==> src/rtl/seq_shift_add_mult.sv <==
// Sequential shift-and-add multiplier with its own IDLE/RUN/DONE controller.
// Operates on magnitudes and applies the sign at the end; optional early exit when RQ empties.
module seq_shift_add_mult #(
  parameter int W          = 8,
  parameter bit EARLY_TERM = 1'b1
) (
  input  logic             clk,
  input  logic             rst,
  input  logic             start,
  input  logic             signed_mode,
  input  logic [W-1:0]     P,
  input  logic [W-1:0]     Q,
  output logic [2*W-1:0]   M,
  output logic             busy,
  output logic             done
);

  localparam int CW = $clog2(W + 1);

  typedef enum logic [1:0] {IDLE, RUN, DONE} state_t;

  state_t           r_state;
  state_t           w_state_next;
  logic [2*W-1:0]   r_a;
  logic [2*W-1:0]   r_rp;
  logic [W-1:0]     r_rq;
  logic             r_neg;
  logic [CW-1:0]    r_cnt;
  logic [2*W-1:0]   r_m;
  logic             r_done;

  logic [W-1:0]     w_p_mag;
  logic [W-1:0]     w_q_mag;
  logic             w_term;
  logic [2*W-1:0]   w_sum;
  logic [2*W-1:0]   w_result;

  // The most negative operand negates to 2^(W-1), which still fits W bits unsigned.
  assign w_p_mag  = (signed_mode && P[W-1]) ? (~P + W'(1)) : P;
  assign w_q_mag  = (signed_mode && Q[W-1]) ? (~Q + W'(1)) : Q;
  assign w_term   = (EARLY_TERM && (r_rq == '0)) || (r_cnt == CW'(W));
  assign w_sum    = r_a + (r_rq[0] ? r_rp : '0);
  assign w_result = r_neg ? (~r_a + (2*W)'(1)) : r_a;

  always_ff @(posedge clk) begin
    if (rst) begin
      r_state <= IDLE;
    end else begin
      r_state <= w_state_next;
    end
  end

  always_comb begin
    w_state_next = r_state;
    case (r_state)
      IDLE:    if (start) w_state_next = RUN;
      RUN:     if (w_term) w_state_next = DONE;
      DONE:    w_state_next = IDLE;
      default: w_state_next = IDLE;
    endcase
  end

  always_ff @(posedge clk) begin
    if (rst) begin
      r_a    <= '0;
      r_rp   <= '0;
      r_rq   <= '0;
      r_neg  <= 1'b0;
      r_cnt  <= '0;
      r_m    <= '0;
      r_done <= 1'b0;
    end else begin
      r_done <= 1'b0;
      case (r_state)
        IDLE: begin
          if (start) begin
            r_a   <= '0;
            r_rp  <= {{W{1'b0}}, w_p_mag};
            r_rq  <= w_q_mag;
            r_cnt <= '0;
            r_neg <= signed_mode & (P[W-1] ^ Q[W-1]);
          end
        end
        RUN: begin
          // done is registered here so it lines up with the DONE state cycle
          if (w_term) begin
            r_m    <= w_result;
            r_done <= 1'b1;
          end else begin
            r_a   <= w_sum;
            r_rp  <= r_rp << 1;
            r_rq  <= r_rq >> 1;
            r_cnt <= r_cnt + CW'(1);
          end
        end
        default: ;
      endcase
    end
  end

  assign M    = r_m;
  assign done = r_done;
  assign busy = (r_state != IDLE);

endmodule

==> config.mk <==
export PLATFORM = sky130hd
export DESIGN_NAME = seq_shift_add_mult
export DESIGN_NICKNAME = d
export VERILOG_FILES = /design/src/rtl/seq_shift_add_mult.sv
export SDC_FILE = /design/constraint.sdc
export NUM_CORES = 1
export LEC_CHECK = 0
export ABC_AREA = 0
export CAP_MARGIN = 20
export CORE_ASPECT_RATIO = 1.5
export CORE_UTILIZATION = 35
export CTS_CLUSTER_SIZE = 40
export DETAILED_ROUTE_END_ITERATION = 16
export DONT_BUFFER_PORTS = 1
export GPL_TIMING_DRIVEN = 0
export PLACE_DENSITY_LB_ADDON = 0.3
export SETUP_SLACK_MARGIN = 0.3
export SLEW_MARGIN = 30
export SYNTH_ARGS = -nofsm -noshare
export SYNTH_HDL_FRONTEND = slang
export SYNTH_SLANG_ARGS = --single-unit
export TNS_END_PERCENT = 100
==> constraint.sdc <==
create_clock -name clk -period 2.5 [get_ports clk]
set_input_delay 0.25 -clock clk [delete_from_list [all_inputs] [get_ports clk]]
set_output_delay 0.25 -clock clk [all_outputs]
set_load 0.02 [all_outputs]
==> impl_results.md <==
* Clock Sinks at 64
* Total Routed Length at 11.2 mm
* Outcome: finished, violations left
* FF-to-FF path depth at 12
* Peak supply drop at 305 uV
* Crit path to: r_a[12]
* Yosys reg bits at 64
* Finish-stage setup viols at 3
* Failing checks: negative setup slack
* Compound-Gate Fraction of Synth Area at 19.7%
* Total gr overflow at 0
* I/O pins at 38
* R2R Path Start: r_rq[0]
* Port Buffers at 0
* Clock Tree Buf Depth at 2
* Dpl ws at -232 ps
* CP Capture Type: flop
* Worst path cell trace: buf_8 > and2_4 > ha_4 > inv_2 > fa_2 > nor2b_4 > o21ai_2 > a21boi_2 > o31a_1 > a41oi_2 > or4_4 > nand3_2
* Number of global-route vias before repair at 3769
* Post-Synth XOR/XNOR Area at 5.70%
* Global-route wire length before repair at 18.1 mm
* Mapped Cells at 483
* Synth top area share at 33.3%
* Crit path from: r_rq[0]
* Root Buffer Master: clkbuf_16
* Leak at 1.97 nW
* Sequential area share after synthesis at 33.3%
* Final instance area at 0.00499 sq mm
* Simple-gate share of the synthesized area at 27.4%
* Placed Instance Area at 0.00407 sq mm
* Fillers at 990
* Drt first pass iters at 5
* Distinct cells, synth at 53
* Final Slew Violations at 0
* FMAX at 385 MHz
* CORE AREA at 0.0106 sq mm
* Clock transition at the registers of the reported paths at 50 ps
* WL/cell at 16.5 um
* Yosys Warn Count at 0
* Crit Path Class: flop to flop
* EDFF count, synth at 0
* Ys async rst share at 0%
* Antenna Diode Count at 0
* CTS tree: done
* DRT iter0 DRCs at 242
* Inserted Clock Buffers at 9
* Initial antenna violation count at 0
* Fin nets at 568
* Met3 WL at 464 um
* Critical path data required time at 2770 ps
* WP data arrival at 2870 ps
* Clock skew at 6.34 ps
* DRT antenna net count at 0
* Synth Net Count at 524
* Worst path max stage delay at 550 ps
* Unrepaired setup endpoints after global routing: yes
* Mean post-synth cell area at 7.96 sq um
* FF-to-FF End: r_a[12]
* Via count at 3741
* Die height at 130 um
* Largest net degree at the start of global routing at 11
* Top Metal Used: met4
* Post-route DRC violation count at 0
* Gr usage total at 20.8%
* H-tree depth at 3
* Die X at 87.6 um
* RePlAce Congestion at 0.907
* Die area at 0.0114 sq mm
* Worst setup margin at -99.7 ps
* Post-Syn Area at 0.00384 sq mm
* Initial Utilization at 36.1%
* Total of max-cap violations at 0
* Final hold violation count at 0
* Power Total at 2.83 mW
* PwrDens at 566 mW/mm^2
* Crit share post-route at 104%
* Dominant synthesized flop cell: dfxtp_1
* DRT met1 WL at 4.55 mm
* Largest family of logic cells by synthesized area: simple AND/OR/NAND/NOR gates
* Met2 WL post-DR at 5.92 mm
* CP max FO at 6
* Fin crit period at 2600 ps
* Ratio of cells with drive above 1 in the final layout at 21.8%
* Post-detail-place hpwl at 7.85 mm
* Slew headroom at 54.6%
* Area Overhead vs Synth at 30.0%
* Clock Latency Late Sink at 330 ps
* Largest area contributor in the netlist: dfxtp_1
* Std-Cell Rows at 46
* Reg2Reg Setup Slack at -100 ps
* Mux contribution to synthesized area at 2.34%
* Slowest CP cell: or4_4
* Least-Margin Pin Slew at 682 ps
* Top cells by area, synth: dfxtp_1 (33%), ha_1 (6.5%), a21oi_1 (5.2%)
* Worst hold margin at 85.9 ps
* Post-Synth Adder-Cell Area at 7.03%
* Min-Delay Path Class: primary input to flop
* Startpoint types: flop
* Drt via density at 5.53
state kept, by name, summed over array words and instances (netlist names):
signal / flops
r_rq: 8
r_a: 16
r_state: 2
r_neg: 1
M: 16
r_cnt: 4
done: 1
r_rp: 16
cells in the final DEF (no fill, tap or decap), types with 12 or more instances in the layout:
master / netlist / layout
nand3_1: 32 / 28
a221oi_1: 13 / 12
and2_1: 19 / 16
inv_1: 15 / 12
a21oi_1: 40 / 38
xor2_1: 16 / 16
nor2_1: 51 / 51
nor3_1: 15 / 14
buf_4: 1 / 24
o21ai_0: 16 / 13
nand2_1: 39 / 38
dfxtp_1: 64 / 61
clkbuf_1: 15 / 16
per-layer routing:
metal	track usage [%]	vias to the layer above
met5	0	-
met4	10.4	0
met3	3.10	17
met2	37.6	108
met1	23.3	1776
li1	-	1840
power by group:
part | internal, mW | switching (mW)
Sequential | 1.07 | 0.0678
Combinational | 0.160 | 0.274
Clock | 0.822 | 0.429
Total | 2.05 | 0.771
logic make-up after synthesis:
family / after synthesis
flops: 64
mux: 9
compound gates: 117
xor+xnor: 25
simple gates: 205
buf+inv: 42
fa+ha+maj: 21
synthesized netlist by cell type (7+ instances only):
cell type  instances
mux2i_1            9
nor3_1            15
inv_1             15
ha_1              20
nand4b_1           7
a21oi_1           40
a211oi_1          12
xor2_1            16
clkbuf_1          15
o21ai_0           16
xnor2_1            9
and2_1            19
dfxtp_1           64
a221oi_1          13
a31oi_1            7
nand3_1           32
nor2_1            51
nand2_1           39
buf_2             10
critical path, delay by kind of cell, from the launching register on:
kind                     cells  cell delay (ps)
buffers and inverters        2              130
AND/OR/NAND/NOR              4              880
adder cells (fa/ha/maj)      2              500
flip-flops                   1              380
AO/OA/AOI/OAI                4              630
what timing repair did:
item / 4_1_cts / 5_1_grt
setup buffers: 26 / 6
gates cloned: 1 / 0
hold buffers: 0 / 0
resized for setup: 53 / 16
pin swaps: 27 / 12
setup endpoints to repair: 19 / 38
cell type report:
class / instances / area, sq um / area share (%)
Tap cell: 144 / 180 / 3.61
Clock inverter: 3 / 40.0 / 0.802
Buffer: 27 / 144 / 2.88
Sequential cell: 64 / 1290 / 25.8
Clock buffer: 13 / 260 / 5.21
Multi-Input combinational cell: 377 / 2740 / 54.8
Timing Repair Buffer: 33 / 290 / 5.81
Inverter: 15 / 56.3 / 1.13
per-stage QoR:
| stage | TNS [ps] | utilization [%] | instances |
|---|---|---|---|
| floorplan | 0 | - | 483 |
| global placement | -374 | 38.3 | 627 |
| detailed placement | -504 | 38.3 | 627 |
| CTS | -23.9 | 45.9 | 670 |
| global route | -657 | 46.9 | 676 |
| finish | -222 | 46.9 | 676 |
worst min path at each step:
stage / endpoint / startpoint / cells after the start / slack [ps]
after floorplan: r_rp[0] / P[0] / 2 / 390
after global placement: r_rp[0] / P[0] / 2 / 420
after detailed placement: r_rp[0] / P[0] / 2 / 430
after CTS: r_rp[0] / P[0] / 2 / 80
after global routing: r_a[10] / rst / 2 / 110
final: r_rp[0] / P[0] / 2 / 90
(Power assumes the default switching activity.)
